--- src/rtl/data_mem_controller_pkg.sv ---
// Shared definitions for the data memory controller.
//   dmc_state_t : controller FSM states
//   mem_width_t : RISC-V load/store func3 width codes
//   BE_WIDTH    : SRAM byte-enable width
//   req_legal() : true when a request may touch the SRAM
package data_mem_controller_pkg;

  typedef enum logic [1:0] {
    ST_IDLE   = 2'd0,
    ST_ACCESS = 2'd1,
    ST_WAIT   = 2'd2,
    ST_DONE   = 2'd3
  } dmc_state_t;

  typedef enum logic [2:0] {
    MW_B  = 3'b000,
    MW_H  = 3'b001,
    MW_W  = 3'b010,
    MW_BU = 3'b100,
    MW_HU = 3'b101
  } mem_width_t;

  localparam int BE_WIDTH = 4;

  // Unsigned widths exist only for loads; simultaneous read/write is never legal.
  function automatic logic req_legal(input logic rd, input logic wr,
                                     input logic [2:0] f3, input logic [1:0] a);
    logic ok;
    case (mem_width_t'(f3))
      MW_B:    ok = 1'b1;
      MW_H:    ok = !a[0];
      MW_W:    ok = (a == 2'b00);
      MW_BU:   ok = rd;
      MW_HU:   ok = rd && !a[0];
      default: ok = 1'b0;
    endcase
    return ok && !(rd && wr);
  endfunction

endpackage

--- src/rtl/data_mem_controller_if.sv ---
// Mem-stage request bus plus SRAM port of the data memory controller.
//   master : processor/SRAM side (drives requests and sramRData)
//   slave  : controller side
interface data_mem_controller_if
  import data_mem_controller_pkg::*;
#(
  parameter int DM_MEM_DEPTH = 4096,
  parameter int DATA_WIDTH   = 32
);
  localparam int AW = $clog2(DM_MEM_DEPTH);

  logic                  memRead;
  logic                  memWrite;
  logic [2:0]            func3;
  logic [31:0]           addr;
  logic [DATA_WIDTH-1:0] wData;
  logic [DATA_WIDTH-1:0] dMOut;
  logic                  dMReady;
  logic                  misalignErr;
  logic [AW-1:0]         sramAddr;
  logic [31:0]           sramWData;
  logic [BE_WIDTH-1:0]   sramBe;
  logic                  sramWen;
  logic                  sramRen;
  logic [31:0]           sramRData;

  modport master (
    output memRead, memWrite, func3, addr, wData, sramRData,
    input  dMOut, dMReady, misalignErr, sramAddr, sramWData, sramBe, sramWen, sramRen
  );

  modport slave (
    input  memRead, memWrite, func3, addr, wData, sramRData,
    output dMOut, dMReady, misalignErr, sramAddr, sramWData, sramBe, sramWen, sramRen
  );
endinterface

--- src/rtl/data_mem_controller_align.sv ---
// load_store_align: combinational lane steering for the data memory controller.
//   func3_i   : load/store width code
//   addr_lo_i : byte offset within the word
//   wdata_i   : store data        -> wdata_o : lane-replicated store data
//   rdata_i   : SRAM read word    -> ldata_o : extracted, extended load data
//   be_o      : byte enables for the access width/offset
module load_store_align
  import data_mem_controller_pkg::*;
(
  input  logic [2:0]          func3_i,
  input  logic [1:0]          addr_lo_i,
  input  logic [31:0]         wdata_i,
  input  logic [31:0]         rdata_i,
  output logic [BE_WIDTH-1:0] be_o,
  output logic [31:0]         wdata_o,
  output logic [31:0]         ldata_o
);
  logic [7:0]  byte_sel;
  logic [15:0] half_sel;

  always_comb begin
    byte_sel = rdata_i[{addr_lo_i, 3'b000} +: 8];
    half_sel = addr_lo_i[1] ? rdata_i[31:16] : rdata_i[15:0];
    be_o     = 4'b1111;
    wdata_o  = wdata_i;
    ldata_o  = '0;

    // Narrow stores replicate the datum so whichever lane is enabled sees it.
    case (func3_i[1:0])
      2'b00: begin
        be_o    = 4'b0001 << addr_lo_i;
        wdata_o = {4{wdata_i[7:0]}};
      end
      2'b01: begin
        be_o    = addr_lo_i[1] ? 4'b1100 : 4'b0011;
        wdata_o = {2{wdata_i[15:0]}};
      end
      default: be_o = 4'b1111;
    endcase

    case (mem_width_t'(func3_i))
      MW_B:    ldata_o = {{24{byte_sel[7]}}, byte_sel};
      MW_H:    ldata_o = {{16{half_sel[15]}}, half_sel};
      MW_W:    ldata_o = rdata_i;
      MW_BU:   ldata_o = {24'h0, byte_sel};
      MW_HU:   ldata_o = {16'h0, half_sel};
      default: ldata_o = '0;
    endcase
  end
endmodule

--- src/rtl/data_mem_controller.sv ---
// data_mem_controller: Mem-stage load/store sequencer for a single-port SRAM.
//   clk  : rising-edge clock
//   rstN : asynchronous active-low reset
//   bus  : slave view of data_mem_controller_if (requests, load result,
//          ready, sticky error, SRAM address/data/enables/strobes)
//
// state     | meaning
// ST_IDLE   | waiting; ready when no request, captures request on the edge
// ST_ACCESS | one cycle, SRAM strobe high (legal requests only)
// ST_WAIT   | WAIT_CYCLES cycles of SRAM wait states (down-counter)
// ST_DONE   | one cycle, ready high, load data presented
module data_mem_controller
  import data_mem_controller_pkg::*;
#(
  parameter int DM_MEM_DEPTH = 4096,
  parameter int DATA_WIDTH   = 32,
  parameter int WAIT_CYCLES  = 1
)(
  input logic                  clk,
  input logic                  rstN,
  data_mem_controller_if.slave bus
);
  localparam int         AW        = $clog2(DM_MEM_DEPTH);
  localparam logic [3:0] WAIT_LOAD = 4'(WAIT_CYCLES - 1);

  dmc_state_t            state_q;
  logic [3:0]            cnt_q;
  logic [AW+1:0]         addr_q;
  logic [2:0]            func3_q;
  logic [DATA_WIDTH-1:0] wdata_q;
  logic                  rd_q;
  logic                  ok_q;
  logic                  err_q;
  logic                  wen_q;
  logic                  ren_q;

  logic                  req;
  logic                  ok;
  logic [BE_WIDTH-1:0]   be;
  logic [31:0]           ldata;
  logic                  unused_addr_hi;

  assign req            = bus.memRead | bus.memWrite;
  assign ok             = req_legal(bus.memRead, bus.memWrite, bus.func3, bus.addr[1:0]);
  assign unused_addr_hi = ^bus.addr[31:AW+2];

  load_store_align u_align (
    .func3_i   (func3_q),
    .addr_lo_i (addr_q[1:0]),
    .wdata_i   (wdata_q),
    .rdata_i   (bus.sramRData),
    .be_o      (be),
    .wdata_o   (bus.sramWData),
    .ldata_o   (ldata)
  );

  always_ff @(posedge clk or negedge rstN) begin
    if (!rstN) begin
      state_q <= ST_IDLE;
      cnt_q   <= '0;
      addr_q  <= '0;
      func3_q <= '0;
      wdata_q <= '0;
      rd_q    <= 1'b0;
      ok_q    <= 1'b0;
      err_q   <= 1'b0;
      wen_q   <= 1'b0;
      ren_q   <= 1'b0;
    end else begin
      case (state_q)
        ST_IDLE: begin
          if (req) begin
            addr_q  <= bus.addr[AW+1:0];
            func3_q <= bus.func3;
            wdata_q <= bus.wData;
            rd_q    <= bus.memRead;
            ok_q    <= ok;
            wen_q   <= bus.memWrite & ok;
            ren_q   <= bus.memRead & ok;
            if (!ok) err_q <= 1'b1;
            state_q <= ST_ACCESS;
          end
        end
        ST_ACCESS: begin
          wen_q <= 1'b0;
          ren_q <= 1'b0;
          if (WAIT_CYCLES > 0) begin
            cnt_q   <= WAIT_LOAD;
            state_q <= ST_WAIT;
          end else begin
            state_q <= ST_DONE;
          end
        end
        ST_WAIT: begin
          if (cnt_q == 4'd0) state_q <= ST_DONE;
          else               cnt_q   <= cnt_q - 4'd1;
        end
        ST_DONE:  state_q <= ST_IDLE;
        default:  state_q <= ST_IDLE;
      endcase
    end
  end

  assign bus.sramWen     = wen_q;
  assign bus.sramRen     = ren_q;
  assign bus.sramAddr    = addr_q[AW+1:2];
  assign bus.sramBe      = (wen_q | ren_q) ? be : '0;
  assign bus.misalignErr = err_q;
  assign bus.dMReady     = ((state_q == ST_IDLE) && !req) || (state_q == ST_DONE);
  assign bus.dMOut       = (state_q == ST_DONE && rd_q && ok_q) ? ldata : '0;
endmodule

--- src/flat_wrapper.sv ---
// flat-port wrapper written by rule: the top's interface ports become plain ports
module data_mem_controller_flat import data_mem_controller_pkg::*;
#(
  parameter int DM_MEM_DEPTH = 4096,
  parameter int DATA_WIDTH   = 32,
  parameter int WAIT_CYCLES  = 1
)
  (clk, rstN, bus_memRead, bus_memWrite, bus_func3, bus_addr, bus_wData, bus_sramRData, bus_dMOut, bus_dMReady, bus_misalignErr, bus_sramAddr, bus_sramWData, bus_sramBe, bus_sramWen, bus_sramRen);
  data_mem_controller_if #(.DM_MEM_DEPTH(DM_MEM_DEPTH), .DATA_WIDTH(DATA_WIDTH)) bus_i ();
  input logic clk;
  input logic rstN;
  input wire logic [$bits(bus_i.memRead)-1:0] bus_memRead;
  input wire logic [$bits(bus_i.memWrite)-1:0] bus_memWrite;
  input wire logic [$bits(bus_i.func3)-1:0] bus_func3;
  input wire logic [$bits(bus_i.addr)-1:0] bus_addr;
  input wire logic [$bits(bus_i.wData)-1:0] bus_wData;
  input wire logic [$bits(bus_i.sramRData)-1:0] bus_sramRData;
  output wire logic [$bits(bus_i.dMOut)-1:0] bus_dMOut;
  output wire logic [$bits(bus_i.dMReady)-1:0] bus_dMReady;
  output wire logic [$bits(bus_i.misalignErr)-1:0] bus_misalignErr;
  output wire logic [$bits(bus_i.sramAddr)-1:0] bus_sramAddr;
  output wire logic [$bits(bus_i.sramWData)-1:0] bus_sramWData;
  output wire logic [$bits(bus_i.sramBe)-1:0] bus_sramBe;
  output wire logic [$bits(bus_i.sramWen)-1:0] bus_sramWen;
  output wire logic [$bits(bus_i.sramRen)-1:0] bus_sramRen;
  assign bus_i.memRead = bus_memRead;
  assign bus_i.memWrite = bus_memWrite;
  assign bus_i.func3 = bus_func3;
  assign bus_i.addr = bus_addr;
  assign bus_i.wData = bus_wData;
  assign bus_i.sramRData = bus_sramRData;
  assign bus_dMOut = bus_i.dMOut;
  assign bus_dMReady = bus_i.dMReady;
  assign bus_misalignErr = bus_i.misalignErr;
  assign bus_sramAddr = bus_i.sramAddr;
  assign bus_sramWData = bus_i.sramWData;
  assign bus_sramBe = bus_i.sramBe;
  assign bus_sramWen = bus_i.sramWen;
  assign bus_sramRen = bus_i.sramRen;
  data_mem_controller #(.DM_MEM_DEPTH(DM_MEM_DEPTH), .DATA_WIDTH(DATA_WIDTH), .WAIT_CYCLES(WAIT_CYCLES)) u_core (.clk(clk), .rstN(rstN), .bus(bus_i));
endmodule
--- config.mk ---
export PLATFORM = sky130hd
export DESIGN_NAME = data_mem_controller_flat
export DESIGN_NICKNAME = d
export VERILOG_FILES = /design/src/rtl/data_mem_controller_pkg.sv /design/src/rtl/data_mem_controller_if.sv /design/src/rtl/data_mem_controller_align.sv /design/src/rtl/data_mem_controller.sv /design/src/flat_wrapper.sv
export SDC_FILE = /design/constraint.sdc
export NUM_CORES = 1
export LEC_CHECK = 0
export ABC_AREA = 1
export CORE_MARGIN = 1.5
export CORE_UTILIZATION = 45
export DETAILED_ROUTE_END_ITERATION = 8
export PLACE_DENSITY = 0.95
export SETUP_SLACK_MARGIN = 0.15
export SLEW_MARGIN = 15
export SYNTH_ARGS = -nofsm -noshare
export SYNTH_HDL_FRONTEND = slang
export SYNTH_SLANG_ARGS = --single-unit
--- constraint.sdc ---
create_clock -name clk -period 3.2 [get_ports clk]
set_input_delay 0.8 -clock clk [delete_from_list [all_inputs] [get_ports clk]]
set_output_delay 0.8 -clock clk [all_outputs]
set_load 0.03 [all_outputs]
==> results.cfg <==
[outcome]
status = completed

[setup_path]
critPathKind = input port to output port
crit_start = bus_sramRData[15]
critical_path.max_fanout = 12
critPathArrivalTime_ps = 2230
cp.required_ps = 2400
reg2reg_slack_ps = 1260
ff2ff_path_depth = 6
end_kind = output port
r2r-end = u_core.wdata_q[9]$_DFFE_PN0P_
r2r_start = u_core.state_q[1]$_DFFE_PN0P_
crit_path_end = bus_dMOut[12]
startpoint_type = input port

[power_and_ir_drop]
switching_share_pct = 52.1
clock_power_share_pct = 11.8
power.total_mw = 5.67
p_per_area_nw_per_um2 = 1000
internal-power_mw = 2.72
p_seq_share_pct = 24.3
power_switching_mw = 2.95
ir_drop_mv = 0.584
power_frac_comb_pct = 63.9
power_leakage_nw = 2.84

[synthesis]
synth_seq_area_share_pct = 38.6
synth_ff_type = dfrtp_1
synthArstFlopShare_pct = 100
syn_area_um2 = 3890
synth_area_leaders = dfrtp_1 39%, nand2_1 23%, o21ai_0 7.3%, inv_1 6.5%, buf_4 4.2%
ys_warn_count = 0
synth.net_count = 692
synth_top_area_cell = dfrtp_1
synth_seq_cells = 60
synth_cell_types = 28
syn_inst = 582
synth_top_cell_area_share_pct = 38.6
syn_area_per_cell_um2 = 6.68
synth_edf_count = 0

[route]
drtAntennaViolNets = 0
routed_wl_mm = 12.4
post_drt_wl_per_cell_um = 14.9
drc = 0
vias = 4305
firstDrtPassIters = 6
viasPerCell = 5.17
drt_iter0_drc = 344

[cts]
holdBufCountCts = 0
numCtsBuffers = 9
cts_tree = done
insertion_delay_ps = 340
clock_sinks = 60
cts_root_buf = clkbuf_8
htreeDepth = 3
cts_buffer_depth = 2
clkTransAtPathRegs_ps = 60

[cells_and_area]
area_delta_synth_final_pct = 45.5
nets = 833
layout_common_cells = 231 x nand2_1, 115 x clkdlybuf4s50_1, 67 x inv_1
final_common_cell = nand2_1
final_layout_size_suffix_gt1_share_pct = 14.2
antenna_cells = 0

[floorplan]
io_pins = 187
die_x_um = 95.9
die_y_um = 95.9
rows = 33
initial_utilization_pct = 46.8
core_um2 = 8300
die-area_um2 = 9200

[timing]
slew_viol_final = 0
setup_viol = 0
fmax_ghz = 0.330
period_share_pct = 94.6
tightest_slew_ps = 967
finalCriticalPeriod_ps = 3030
timing_hold_violations_final = 0
skew_ps = 6.80
fin_setup_tns_ps = 0
rsz0062_at_grt = false
max-slew-margin-rel_pct = 35.5

[placement]
hpwlAfterDp_mm = 9.06
port_buffers = 168
gp_congestion = 0.857

[grt]
grtUsageTotal_pct = 27.6
grt_antenna_before_repair = 0
grt_max_degree = 79
grt_pass1_vias = 4162
grt_pass1_wl_mm = 19.6
grt-ovfl-total = 0

[flow_run]
max_cap_violations = 0

[worst_hold_path]
min_path_cells = 2
hold_path.class = register to register
[worst min path at each step]
stage / end / slack, ps / start
2_1_floorplan: u_core.wdata_q[16]$_DFFE_PN0P_ / 440 / u_core.wdata_q[16]$_DFFE_PN0P_
3_3_place_gp: u_core.bus.misalignErr$_DFFE_PN0P_ / 450 / u_core.bus.misalignErr$_DFFE_PN0P_
3_5_place_dp: u_core.addr_q[6]$_DFFE_PN0P_ / 460 / u_core.addr_q[6]$_DFFE_PN0P_
4_1_cts: u_core.bus.misalignErr$_DFFE_PN0P_ / 470 / u_core.bus.misalignErr$_DFFE_PN0P_
5_1_grt: u_core.addr_q[2]$_DFFE_PN0P_ / 500 / u_core.addr_q[2]$_DFFE_PN0P_
6_report: u_core.bus.misalignErr$_DFFE_PN0P_ / 470 / u_core.bus.misalignErr$_DFFE_PN0P_
[kinds of logic after synthesis]
logic type | count (synthesis) | share of synthesized area, %
compound gates | 99 | 13.6
simple gates | 295 | 30.5
flops | 60 | 38.6
xor+xnor | 2 | 0.451
fa+ha+maj | 7 | 2.25
buf+inv | 119 | 14.6
[routing by layer]
metal / vias up / routed length, um / global-route usage [%]
met2: 168 / 6450 / 48.5
met5: - / 0 / 0
met1: 2023 / 4930 / 33.0
met4: 0 / 254 / 7.84
met3: 29 / 797 / 7.42
li1: 2085 / - / -
[through the flow]
step / instance area [um^2] / hold slack [ps] / util, % / instances / worst slack, ps
finish: 5660 / 471 / 68.1 / 832 / 173
global route: 5660 / 499 / 68.1 / 832 / 127
CTS: 5550 / 474 / 66.9 / 831 / 146
detailed placement: 5340 / 458 / 64.4 / 815 / 46.7
global placement: 5340 / 447 / 64.4 / 815 / 127
floorplan: 3890 / 442 / - / 582 / 577
[state kept, by name, summed over array words and instances (netlist names)]
register                flops
u_core.state_q              2
u_core.rd_q                 1
u_core.wdata_q             32
u_core.ok_q                 1
u_core.bus.misalignErr      1
u_core.cnt_q                4
u_core.func3_q              3
u_core.bus.sramWen          1
u_core.addr_q              14
u_core.bus.sramRen          1
[Yosys cell counts, types with 2 or more instances]
master      n
nand3_1    32
nand2_2     3
inv_1      67
o221ai_1    8
buf_4      22
clkbuf_1   11
a21oi_1    32
nor3_1      2
ha_1        7
nand2_1   234
o22ai_1     2
buf_2      13
dfrtp_1    60
buf_6       2
o21ai_0    57
nor2_1     18
[layout make-up]
class,instances,area (um^2)
clock inverters,4,50.0
inverters,70,270
clock buffers,11,141
fillers,680,2640
flip-flops and latches,60,1500
repair buffers,178,1640
well taps,105,131
multi-input cells,404,1920
[timing repair]
action / CTS / global route
buffers inserted: 0 / 1
pin swaps: 0 / 3
endpoints found under the hold margin: 0 / 0
gates resized for setup: 3 / 24
gates cloned: 1 / 0
setup endpoints to repair: 24 / 42
[worst max-delay path, cell delays in order]
cell	delay, ps
clkdlybuf4s50_1	500
nand2_1	80
nand2_2	100
nand2_1	90
nand2_4	130
nand2_4	130
a21oi_1	210
buf_4	190
[power by group through the flow]
stage	registers [mW]	clock network, mW	logic, mW
2_1_floorplan	1.26	0	2.51
3_3_place_gp	1.35	0	3.37
3_5_place_dp	1.37	0	3.49
4_1_cts	1.36	0.681	3.53
5_1_grt	1.41	0.722	3.96
6_report	1.38	0.670	3.63
Note: power is estimated with default switching activity, not from simulation.
